## config.mk

```make
export PLATFORM = sky130hd
export DESIGN_NAME = jtdd_pcm_seq
export DESIGN_NICKNAME = d
export VERILOG_FILES = /design/src/rtl/jtdd_pcm_seq.sv
export SDC_FILE = /design/constraint.sdc
export NUM_CORES = 1
export LEC_CHECK = 0
export CORE_MARGIN = 8
export CORE_UTILIZATION = 50
export CTS_CLUSTER_DIAMETER = 40
export DETAILED_ROUTE_END_ITERATION = 8
export PLACE_DENSITY_LB_ADDON = 0.08
export SKIP_LAST_GASP = 1
export SLEW_MARGIN = 20
export SYNTH_ARGS = -nofsm -noshare
export SYNTH_HDL_FRONTEND = slang
export SYNTH_SLANG_ARGS = --single-unit
```

## constraint.sdc

```tcl
create_clock -name clk -period 5.3 [get_ports clk]
set_input_delay 1.06 -clock clk [delete_from_list [all_inputs] [get_ports clk]]
set_output_delay 1.06 -clock clk [all_outputs]
set_load 0.1 [all_outputs]
```

## src/rtl/jtdd_pcm_seq.sv

```systemverilog
// jtdd_pcm_seq: multi-channel ADPCM nibble sequencer sharing one PCM ROM port.
// Round-robin arbitration, per-channel loop/bank/rate and end-of-sample interrupts.
module jtdd_pcm_seq #(
    parameter int CH = 2,
    parameter int CW = 14,
    parameter int BW = 3,
    parameter int AW = BW + CW - 1
) (
    input  logic            clk,
    input  logic            rst,
    input  logic            wr,
    input  logic [1:0]      ch_sel,
    input  logic [1:0]      reg_addr,
    input  logic [7:0]      din,
    output logic [7:0]      dout,
    output logic            irq_n,
    input  logic [CH-1:0]   vclk,
    output logic [4*CH-1:0] pcm_din,
    output logic [CH-1:0]   pcm_rst,
    output logic [2*CH-1:0] pcm_sel,
    output logic [AW-1:0]   rom_addr,
    output logic            rom_cs,
    input  logic [7:0]      rom_data,
    input  logic            rom_ok
);
    typedef enum logic [1:0] {IDLE, FETCH, PLAY} st_t;

    st_t           st_q   [CH];
    st_t           st_d   [CH];
    logic [CW-1:0] cnt_q  [CH];
    logic [CW-1:0] cnt_d  [CH];
    logic [7:0]    smp_q  [CH];
    logic [7:0]    smp_d  [CH];
    logic [BW-1:0] bank_q [CH];
    logic [BW-1:0] bank_d [CH];
    logic [1:0]    sel_q  [CH];
    logic [1:0]    sel_d  [CH];
    logic [CH-1:0] loop_q, loop_d, irq_q, irq_d;
    logic          rom_cs_q, rom_cs_d, stable_q;
    logic [AW-1:0] addr_q, addr_d, pick_addr;
    logic [1:0]    gnt_q, gnt_d, ptr_q, ptr_d, pick;
    logic [7:0]    dout_q;
    logic          irq_n_q;
    logic [CH-1:0] start, stop, req, busy;
    logic          wr_ok, accept, abandon, found;

    always_comb begin
        wr_ok   = wr && int'(ch_sel) < CH;
        start   = '0;
        stop    = '0;
        req     = '0;
        busy    = '0;
        abandon = 1'b0;
        for (int n = 0; n < CH; n++) begin
            start[n] = wr_ok && reg_addr == 2'd1 && int'(ch_sel) == n;
            stop[n]  = wr_ok && reg_addr == 2'd2 && int'(ch_sel) == n;
            busy[n]  = st_q[n] != IDLE;
            req[n]   = st_q[n] == FETCH && !start[n] && !stop[n];
            abandon  = abandon || (rom_cs_q && int'(gnt_q) == n && (start[n] || stop[n]));
        end
        accept = rom_cs_q && stable_q && rom_ok && !abandon;
    end

    // Scan downwards so the requester closest to the pointer is the last one written.
    always_comb begin
        found     = 1'b0;
        pick      = '0;
        pick_addr = '0;
        for (int k = CH - 1; k >= 0; k--) begin
            if (req[(int'(ptr_q) + k) % CH]) begin
                found = 1'b1;
                pick  = 2'((int'(ptr_q) + k) % CH);
            end
        end
        for (int n = 0; n < CH; n++)
            if (int'(pick) == n) pick_addr = {bank_q[n], cnt_q[n][CW-1:1]};
        rom_cs_d = rom_cs_q ? !(accept || abandon) : found;
        addr_d   = (!rom_cs_q && found) ? pick_addr : addr_q;
        gnt_d    = (!rom_cs_q && found) ? pick : gnt_q;
        ptr_d    = accept ? 2'((int'(gnt_q) + 1) % CH) : ptr_q;
    end

    always_comb begin
        loop_d = loop_q;
        irq_d  = irq_q;
        for (int n = 0; n < CH; n++) begin
            st_d[n]   = st_q[n];
            cnt_d[n]  = cnt_q[n];
            smp_d[n]  = smp_q[n];
            bank_d[n] = bank_q[n];
            sel_d[n]  = sel_q[n];
            if (wr_ok && reg_addr == 2'd3 && din[n]) irq_d[n] = 1'b0;
            if (wr_ok && reg_addr == 2'd0 && int'(ch_sel) == n) begin
                loop_d[n] = din[7];
                sel_d[n]  = din[6:5];
                bank_d[n] = din[BW-1:0];
            end
            if (start[n]) begin
                cnt_d[n] = '0;
                st_d[n]  = FETCH;
            end else if (stop[n]) begin
                st_d[n] = IDLE;
            end else if (accept && int'(gnt_q) == n) begin
                smp_d[n] = rom_data;
                st_d[n]  = PLAY;
            end else if (st_q[n] == PLAY && vclk[n]) begin
                cnt_d[n] = cnt_q[n] + CW'(1);
                st_d[n]  = &cnt_q[n] ? (loop_q[n] ? FETCH : IDLE) : (cnt_q[n][0] ? FETCH : PLAY);
                if (&cnt_q[n]) irq_d[n] = 1'b1;
            end
        end
    end

    always_ff @(posedge clk or posedge rst) begin
        if (rst) begin
            for (int n = 0; n < CH; n++) begin
                st_q[n]   <= IDLE;
                cnt_q[n]  <= '0;
                smp_q[n]  <= '0;
                bank_q[n] <= '0;
                sel_q[n]  <= '0;
            end
            loop_q   <= '0;
            irq_q    <= '0;
            rom_cs_q <= 1'b0;
            stable_q <= 1'b0;
            addr_q   <= '0;
            gnt_q    <= '0;
            ptr_q    <= '0;
            dout_q   <= '0;
            irq_n_q  <= 1'b1;
        end else begin
            for (int n = 0; n < CH; n++) begin
                st_q[n]   <= st_d[n];
                cnt_q[n]  <= cnt_d[n];
                smp_q[n]  <= smp_d[n];
                bank_q[n] <= bank_d[n];
                sel_q[n]  <= sel_d[n];
            end
            loop_q   <= loop_d;
            irq_q    <= irq_d;
            rom_cs_q <= rom_cs_d;
            stable_q <= rom_cs_q && rom_cs_d;
            addr_q   <= addr_d;
            gnt_q    <= gnt_d;
            ptr_q    <= ptr_d;
            dout_q   <= {4'(busy), 4'(irq_q)};
            irq_n_q  <= ~|irq_q;
        end
    end

    always_comb begin
        pcm_din = '0;
        pcm_rst = '0;
        pcm_sel = '0;
        for (int n = 0; n < CH; n++) begin
            pcm_din[4*n +: 4] = cnt_q[n][0] ? smp_q[n][7:4] : smp_q[n][3:0];
            pcm_rst[n]        = st_q[n] == IDLE;
            pcm_sel[2*n +: 2] = sel_q[n];
        end
    end

    assign dout     = dout_q;
    assign irq_n    = irq_n_q;
    assign rom_cs   = rom_cs_q;
    assign rom_addr = addr_q;
endmodule

```

# After elaboration in Yosys (flattened, before gate mapping)
# Cells that the tools add are included.
# Widths: inputs -> output; s select.
[word_totals]
reg_bits = 88
latchBits = 0
mem_bits_rw = 0
mem_bits_ro = 0
in_bits = 26
wordCells = 155
n_memories = 0
[classes]
add_sub_neg = 4
n_mul = 0
div_mod_pow = 0
n_lt_le_gt_ge = 3
eq_ne = 14
n_shift = 0
n_mux = 48
bitwise = 5
reduce_logical = 61
[ops]
columns = ["operator", "n"]
rows = [
  ["$mux 14", 8],
  ["$mux 16", 2],
  ["$logic_and 1x1->1", 30],
  ["$add 14x1->14 const B", 2],
  ["$mux 2", 14],
  ["$reduce_and 14->1", 2],
  ["$mux 1", 22],
  ["$eq 2x2->1 const B", 7],
  ["$logic_not 2->1", 6],
  ["$reduce_and 3->1", 4],
  ["$logic_not 1->1", 8],
  ["$mux 4", 2],
  ["$ne 2x2->1 const B", 4],
  ["$reduce_bool 2->1", 4],
  ["$reduce_bool 4->1", 2],
  ["$eq 2x1->1 const B", 3],
  ["$logic_or 1x1->1", 4],
  ["$not 1->1", 4],
  ["$lt 2x3->1 const B", 1],
  ["$add 1x1->1 const B", 2],
  ["$lt 1x2->1 const B", 1],
  ["$lt 2x2->1 const B", 1],
  ["$reduce_or 2->1", 1],
  ["$and 1x1->1 const A", 1],
]

# Logic depth before layout (Yosys ltp)
# Gate-level depths: netlist (run 1).
[logic_depth]
ltp_word = 15
depth_mapped = 8
ltp_nobuf = 6

# Worst setup path before layout (run 1)
# No wires, ideal clock.
[synth_path]
path_type = "input-to-reg"
from = "input reg_addr[1]"
to = "register addr_q[10], in the netlist rom_addr[10]"
t_arrival_ps = 2315
setup_slack_ps = 2907
cell_stages = 7
cell_sequence = "buf_4 > xnor2_2 > o211ai_2 > a21oi_1 > buf_2 > nor2_1 > a21oi_1"
[synth_between]
elab_chain_cells = 14
[synth_rtl]
columns = ["item", "line_no", "text"]
rows = [
  ["start: declaration", "13", "input logic [1:0] reg_addr,"],
  ["$eq 2x1->1", "55", "start[n] = wr_ok && reg_addr == 2'd1 && int'(ch_sel) == n;"],
  ["$logic_and 1x1->1 (2 in a row)", "55", ""],
  ["$logic_not 1->1", "58", "req[n] = st_q[n] == FETCH && !start[n] && !stop[n];"],
  ["$logic_and 1x1->1 (2 in a row)", "58", ""],
  ["$mux 1 (not written as such) (3 in a row)", "70", "if (req[(int'(ptr_q) + k) % CH]) begin"],
  ["$mux 2 (2 in a row)", "70", ""],
  ["$logic_not 2->1", "76", "if (int'(pick) == n) pick_addr = {bank_q[n], cnt_q[n][CW-1:1]};"],
  ["$mux 16 (2 in a row)", "76", ""],
  ["end signal: assignment", "144", "addr_q <= addr_d;"],
  ["end: declaration", "40", "logic [AW-1:0] addr_q, addr_d, pick_addr;"],
]
# Parallel ways exist; a longest one is shown, timed or not. The select of a mux whose other input is x is not followed.
# A chain may end at the register's enable or synchronous reset.

# Worst setup path in the final report (run 1)
[layout_path]
from = "register cnt_q[0] (netlist name)"
to = "output pcm_din[6]"
[layout_between]
elab_chain_cells = 1
[layout_rtl]
columns = ["item", "line_no", "text"]
rows = [
  ["start: declaration", "30", "logic [CW-1:0] cnt_q [CH];"],
  ["start signal: indexed assignment", "135", "cnt_q[n] <= cnt_d[n];"],
  ["$mux 4", "157", "pcm_din[4*n +: 4] = cnt_q[n][0] ? smp_q[n][7:4] : smp_q[n][3:0];"],
  ["end: declaration", "18", "output logic [4*CH-1:0] pcm_din,"],
]
# Every way passes these cells.

==> results of run 1 <==
-- layout make-up --
type	instances	area share, %
well taps	105	2.58
multi-input cells	284	38.8
inverters	9	0.713
clock inverters	4	0.492
repair buffers	61	11.9
clock buffers	12	2.66
flip-flops and latches	87	42.8
-- cell usage after synthesis (3+ instances only) --
cell type	n	area share, %
nor2_1	32	2.8
nor3_1	5	0.58
and2_1	5	0.73
or2_2	3	0.44
nand2_1	32	2.8
nand4_1	10	1.5
inv_1	9	0.79
o22a_1	8	1.6
mux2_2	37	9.7
nand3_1	12	1.4
nor2b_1	3	0.44
a21o_1	4	0.70
o31ai_1	7	1.2
dfrtp_1	86	50
buf_2	10	1.2
a31oi_1	5	0.73
o21ai_0	24	2.8
and3_1	7	1.0
nand3b_1	3	0.53
buf_4	6	1.1
a21oi_1	23	2.7
clkbuf_1	4	0.35
mux2i_1	20	4.7
-- final timing paths --
kind | start | to | cells past startpoint
worst min register to register | irq_q[0] | dout[0] | 0
worst max register to register | cnt_q[14] | st_q[2] | 6
worst max-delay path | cnt_q[0] | pcm_din[6] | 2
max in group asynchronous | rst | irq_n | 3
min in group asynchronous | rst | smp_q[11] | 2
worst min-delay path | irq_q[0] | dout[0] | 0
-- state kept, by name (all words and copies together), names as in the netlist, 2 cells and up --
name      cells
irq_q         2
rom_addr     16
dout          4
bank_q        6
cnt_q        28
st_q          4
smp_q        16
pcm_sel       4
loop_q        2
-- cell families after synthesis --
group | synth area share [%]
buf+inv | 3.73
simple gates | 15.8
flops | 50.8
other cells | 0.0874
mux | 14.4
xor+xnor | 0.584
fa+ha+maj | 0.583
compound gates | 14.1
-- layout by cell type (no fill, tap or decap), drive strengths merged, types with 8 or more instances in the layout --
| master | Yosys | routed |
|---|---|---|
| a21oi | 23 | 23 |
| clkbuf | 5 | 12 |
| clkdlybuf4s50 | 0 | 59 |
| dfrtp | 86 | 86 |
| inv | 9 | 9 |
| mux2 | 37 | 37 |
| mux2i | 20 | 20 |
| nand2 | 32 | 32 |
| nand3 | 12 | 12 |
| nand4 | 10 | 10 |
| nor2 | 32 | 32 |
| o21ai | 26 | 26 |
| o22a | 8 | 8 |
-- through the flow --
stage / std cells / instance area [um2] / total power, W / util (%) / setup WS, ps
after floorplan: 402 / 4300 / 0.00251 / - / 1990
after global placement: 546 / 4920 / 0.00289 / 59.6 / 1640
after detailed placement: 546 / 4920 / 0.00293 / 59.6 / 1570
after CTS: 562 / 5080 / 0.00333 / 61.5 / 1840
after global routing: 562 / 5090 / 0.00347 / 61.6 / 1790
final: 562 / 5090 / 0.00330 / 61.6 / 1860
-- metal layers --
metal / wire length [um] / share of wire, %
met1: 4410 / 45
met2: 4760 / 49
met3: 446 / 4.6
met4: 145 / 1.5
met5: 0 / 0
-- report_power, final --
part	total (W)	internal [W]	leakage, nW	switching (W)
registers	0.00105	0.000872	1.06	0.000174
logic	0.00186	0.000529	1.05	0.00133
clock network	0.000395	0.000169	0.0764	0.000225
==> results.cfg, run 1 <==
[status]
outcome = finished clean

[worst_setup_path]
critPathArrivalTime_ps = 2380
cp_max_fo = 11
cp_top_family = buffers and inverters
max_stage_delay_ps = 1140
regToRegSetupSlack_ps = 2880
critPathBufInv = 1
required_ps = 4240
crit_path_start_kind = flip-flop
worst_path_max_delay_cell = clkdlybuf4s50_1
crit_path_end_kind = output port
path_cells = mux2_2 -> clkdlybuf4s50_1
path_class = flip-flop to output port

[drt]
first_iter_violations = 108
drc = 0
via_per_inst = 5.77
routed_wl_um = 9760
via_count = 3241
ant_nets = 0
drt_pass1_iterations = 4
routedWlPerCell_um = 17.4

[yosys]
ys_ff_latch = 87
async_reset_ff_share_pct = 100
syn_area_per_cell_um2 = 10.7
ys_warn_count = 0
netlist_instances = 399
synth_edf_count = 0
synth-main-ff-cell = dfrtp_1
syn-cell-area_um2 = 4290
yosysSeqAreaShare_pct = 50.8
synth.distinct_cells = 58

[worst_hold_path]
hp-class = flip-flop to flip-flop

[clock_tree]
clkTransAtPathRegs_ps = 70
cts_buffer_depth = 2
clock-sinks = 87
postCtsSetupBuffers = 0
post_cts_resized = 0
clock_latency_ps = 350
cts_root_buf = clkbuf_8
h-tree-depth = 3
cts_buffers = 9
cts_tree = done
ctsHoldBuffers = 0

[sta]
finalCritPeriodShare_pct = 64.9
max_slew_margin_pct = 33.4
finalHoldViolations = 0
finClkSkew_ps = 12.8
hold-worst-slack_ps = 427
rsz0062_at_grt = false
final.setup.tns_ps = 0
max_freq_mhz = 291
setup_violations = 0
finalMaxSlewViolations = 0
tightest_slew_ps = 995
post-route-min-period_ps = 3440

[floorplan]
coreArea_um2 = 8260
die_area_um2 = 11800
initial_utilization_pct = 51.9
die-width_um = 109
die_h_um = 109
pin_count = 66
rows = 33

[power]
power_density_nw_per_um2 = 649
leakage_nw = 2.18
vdd_drop_max_mv = 0.544

[grt]
grt_use_met2_pct = 29.2
grt.total_usage_pct = 17.4
grt_pass1_vias = 3229
grt_pass1_wl_um = 16100
grt_max_degree = 59
antenna_found_initial = 0
overflow = 0
use_met1_pct = 21.6
gr-usage-met3_pct = 4.07
grt_busiest_layer = met2

[placement]
portBuffers = 59
gp_congestion = 0.811
hpwl_um = 7130

[cells_and_area]
diodes = 0
multi_input_area_um2 = 1980
area_delta_synth_final_pct = 18.6
drive_above_1_share_pct = 16.0
nets = 480
seqCellArea_um2 = 2180
n_fill_cell = 703

[job]
max_cap_viol_count = 0
Note: power is estimated with default switching activity, not from simulation.
==> inputs of run 2 (changes only) <==
- clock period: 5.3 -> 3.3 ns (I/O delays scaled with it)
==> results.cfg, run 2 (synthesis gave the netlist of run 1 again) <==
[grt]
grt_pass1_vias = 3261
grt.total_usage_pct = 17.7
grt_pass1_wl_um = 16400
overflow = 0
grt_max_degree = 51
antenna_found_initial = 0

[placement]
hpwl_um = 7140
gp_congestion = 0.797
dp_cells = 554
portBuffers = 59

[sta]
post-route-min-period_ps = 2500
rsz0062_at_grt = false
final.setup.tns_ps = 0
setup_violations = 0
max_freq_mhz = 400
finClkSkew_ps = 12.9
max_slew_margin_pct = 52.5
tightest_slew_ps = 710
finalHoldViolations = 0
finalCritPeriodShare_pct = 75.8
finalMaxSlewViolations = 0

[clock_tree]
clock_latency_ps = 360
cts_tree = done
h-tree-depth = 3
clock-sinks = 87
cts_root_buf = clkbuf_8
postCtsSetupBuffers = 0
cts_buffers = 9
clkTransAtPathRegs_ps = 90
post_cts_resized = 0
cts_buffer_depth = 2
ctsHoldBuffers = 0

[worst_hold_path]
min-delay-start = irq_q[1]
holdPathStages = 0
holdPathEnd = dout[1]
hp-class = flip-flop to flip-flop

[power]
totalPowerFinal_w = 0.00531
leakage_nw = 2.28
power_density_nw_per_um2 = 1040
vdd_drop_max_mv = 0.628

[drt]
via_count = 3248
drc = 0
first_iter_violations = 116
ant_nets = 0
drt_pass1_iterations = 4
routed_wl_um = 9850
via_per_inst = 5.71
routedWlPerCell_um = 17.3

[floorplan]
initial_utilization_pct = 51.9
pin_count = 66
rows = 33
die_area_um2 = 11800
die_h_um = 109
coreArea_um2 = 8260
die-width_um = 109

[status]
outcome = finished clean

[worst_setup_path]
crit_path_end_kind = flip-flop
timing.rr.end = st_q[3]
required_ps = 3600
crit_path_start_kind = primary input
path_class = primary input to flip-flop
regToRegSetupSlack_ps = 930
critPathArrivalTime_ps = 2800
timing.rr.start = cnt_q[14]
cp_max_fo = 17
rr_worst_depth = 6

[cells_and_area]
layout_commonest_cell = dfrtp_1
layout_common_cells = dfrtp_1, buf_4, mux2_2
drive_above_1_share_pct = 25.6
final_util_pct = 61.7
fin_cells = 569
nets = 488
diodes = 0
area_delta_synth_final_pct = 18.7
largest_reg_flops = 28
largest-register = cnt_q

[job]
max_cap_viol_count = 0
==> run 2: cell types whose count changed in the layout (fill, tap and decap cells not counted) <==
cell | previous run | this run
buf_4 | 2 | 45
clkdlybuf4s50_1 | 59 | 23
clkbuf_1 | 3 | 0
clkbuf_8 | 9 | 12
buf_12 | 0 | 1
clkinv_2 | 2 | 3
clkinvlp_4 | 2 | 1
inv_4 | 1 | 0
==> run 2: layer usage <==
layer / global-route usage [%] / share of wire [%] / vias to the layer above / wire length (um)
met4: 6.45 / 1.2 / 0 / 116
met3: 4.31 / 4.6 / 10 / 458
met1: 22.9 / 46 / 1616 / 4520
met5: 0 / 0 / - / 0
li1: - / - / 1560 / -
met2: 28.2 / 48 / 62 / 4750
==> run 2: layout make-up <==
cell class | count | area (um2)
clock buffers | 12 | 165
clock inverters | 3 | 17.5
fillers | 691 | 3170
inverters | 9 | 35.0
multi-input cells | 284 | 1980
flip-flops and latches | 87 | 2180
well taps | 105 | 131
repair buffers | 69 | 588
==> run 2: critical path, stage by stage <==
cell,delay (ps)
clkdlybuf4s50_1,580
buf_4,250
nand4b_1,90
a31oi_1,120
or2_1,470
or4_1,540
nand3_1,90
==> run 2: metrics by stage <==
step	cell area [um2]	setup slack (ps)	hold WS, ps
floorplan	4300	391	374
global placement	4900	181	402
detailed placement	4900	90.6	402
CTS	5080	481	420
global route	5090	691	452
finish	5090	799	417
==> run 2: power breakdown <==
group          leakage [nW]  internal (W)  switching, W
sequential             1.06       0.00140      0.000277
clock                0.0942      0.000329      0.000368
combinational          1.13      0.000793       0.00214
total                  2.28       0.00252       0.00279
==> run 2: how the worst max path moves through the flow <==
| stage | from | end | cells past startpoint |
|---|---|---|---|
| final | reg_addr[1] | cnt_q[5] | 7 |
| after global routing | reg_addr[1] | cnt_q[9] | 7 |
| after CTS | reg_addr[1] | rom_addr[7] | 6 |
| after detailed placement | reg_addr[1] | rom_addr[7] | 6 |
| after global placement | reg_addr[1] | rom_addr[0] | 6 |
| after floorplan | rst | bank_q[0] | 1 |
==> inputs of run 3 (changes only) <==
- clock period: 3.3 -> 2.6 ns (I/O delays scaled with it)
==> results.cfg, run 3 (synthesis gave the netlist of run 1 again) <==
[status]
outcome = finished clean

[worst_setup_path]
path_class = primary input to flip-flop
crit_path_start_kind = primary input
critPathBufInv = 1
crit_path_end_kind = flip-flop
timing.rr.start = cnt_q[15]
required_ps = 2860
cp_max_fo = 11
regToRegSetupSlack_ps = 560
crit_cells = 5
worst_path_max_delay_cell = clkdlybuf4s50_1
rr_worst_depth = 7
path_cells = clkdlybuf4s50_1 -> and4bb_2 -> a21oi_1 -> or3_1 -> o41ai_1
max_stage_delay_ps = 600
critPathArrivalTime_ps = 2380
cp_top_family = simple AND/OR/NAND/NOR gates
timing.rr.end = st_q[2]

[cells_and_area]
area_delta_synth_final_pct = 22.8
diodes = 0
design_area_um2 = 5270
layout_common_cells = dfrtp_1, buf_4, mux2_2
drive_above_1_share_pct = 28.3
nets = 505
layout_commonest_cell = dfrtp_1
largest_reg_flops = 28
largest-register = cnt_q

[grt]
grt_busiest_layer = met2
grt.total_usage_pct = 17.8
grt_use_met2_pct = 28.8
antenna_found_initial = 0
grt_max_degree = 38
gr-usage-met3_pct = 3.01
use_met1_pct = 23.5
grt_pass1_vias = 3288
overflow = 0
grt_pass1_wl_um = 16700

[floorplan]
coreArea_um2 = 8260
initial_utilization_pct = 51.9
die_h_um = 109
rows = 33
die-width_um = 109
pin_count = 66
die_area_um2 = 11800

[sta]
finalHoldViolations = 0
finalMaxSlewViolations = 0
hold-worst-slack_ps = 423
setup_violations = 0
tightest_slew_ps = 573
final.setup.tns_ps = 0
finClkSkew_ps = 15.0
max_slew_margin_pct = 61.5
post-route-min-period_ps = 2120
rsz0062_at_grt = false
finalCritPeriodShare_pct = 81.4
max_freq_mhz = 472

[clock_tree]
clock_latency_ps = 370
cts_buffers = 9
clock-sinks = 87
h-tree-depth = 3
postCtsSetupBuffers = 0
post_cts_resized = 0
cts_root_buf = clkbuf_8
clkTransAtPathRegs_ps = 90
ctsHoldBuffers = 0
cts_buffer_depth = 2
cts_tree = done

[placement]
hpwl_um = 7430
portBuffers = 59
placed_area_um2 = 5070
gp_congestion = 0.817

[drt]
via_count = 3317
routed_wl_um = 10100
drt_pass1_iterations = 4
drc = 0
first_iter_violations = 104
ant_nets = 0
via_per_inst = 5.66
routedWlPerCell_um = 17.2

[power]
combPwrFrac_pct = 56.2
leakage_nw = 2.37
power_density_nw_per_um2 = 1310
pwr-share-seq_pct = 30.1
intPower_w = 0.00333
swShare_pct = 51.8
p_sw_w = 0.00358
vdd_drop_max_mv = 1.28
p_clk_share_pct = 13.7

[worst_hold_path]
holdPathStages = 0
holdPathEnd = dout[1]
hp-class = flip-flop to flip-flop
min-delay-start = irq_q[1]

[job]
max_cap_viol_count = 0
-- run 3: cell types whose count changed in the layout (fill, tap and decap cells not counted), sizes merged --
| cell | delta |
|---|---|
| clkbuf | -2 |
| bufinv | +1 |
| clkinv | -1 |
| buf | +17 |
| clkinvlp | +2 |
-- run 3: layout make-up --
cell class / instances / area, um2
Fill cell: 703 / 2990
Sequential cell: 87 / 2180
Multi-Input combinational cell: 284 / 1970
Timing Repair Buffer: 86 / 753
Clock buffer: 10 / 138
Tap cell: 105 / 131
Clock inverter: 5 / 58.8
Inverter: 9 / 37.5
-- run 3: layer usage --
layer  wire length, um  up-vias
met5                 0        -
met4               151        0
met3               455       12
met2              4800       97
met1              4660     1616
li1                  -     1592
-- run 3: worst max-delay path by stage --
| stage | start | to | slack [ps] |
|---|---|---|---|
| 5_1_grt | ch_sel[0] | cnt_q[6] | 340 |
| 3_3_place_gp | reg_addr[1] | gnt_q[0] | 140 |
| 6_report | ch_sel[0] | cnt_q[6] | 480 |
| 3_5_place_dp | reg_addr[1] | gnt_q[0] | 130 |
| 4_1_cts | reg_addr[1] | gnt_q[0] | 510 |
| 2_1_floorplan | rom_cs | cnt_q[6] | 260 |
-- run 3: stage by stage --
stage	std cells	setup WS (ps)	power [W]	util, %
2_1_floorplan	402	264	0.00512	-
3_3_place_gp	571	144	0.00595	61.4
3_5_place_dp	571	129	0.00601	61.4
4_1_cts	586	506	0.00696	63.8
5_1_grt	586	336	0.00723	63.8
6_report	586	483	0.00691	63.8
-- run 3: worst reg2reg max path: cells and delay by family, from the launching register on --
| kind | cells | cell delay, ps |
|---|---|---|
| AND/OR/NAND/NOR | 3 | 770 |
| flip-flops | 1 | 430 |
| adder cells (fa/ha/maj) | 1 | 210 |
| buffers and inverters | 1 | 180 |
| multiplexers | 1 | 180 |
| AO/OA/AOI/OAI | 1 | 140 |
-- run 3: power by group through the flow --
| stage | Clock, W | Combinational (W) | Sequential [W] |
|---|---|---|---|
| 5_1_grt | 0.00102 | 0.00408 | 0.00213 |
| 3_5_place_dp | 0 | 0.00390 | 0.00211 |
| 6_report | 0.000945 | 0.00389 | 0.00208 |
| 2_1_floorplan | 0 | 0.00198 | 0.00314 |
| 4_1_cts | 0.000963 | 0.00391 | 0.00208 |
| 3_3_place_gp | 0 | 0.00386 | 0.00208 |
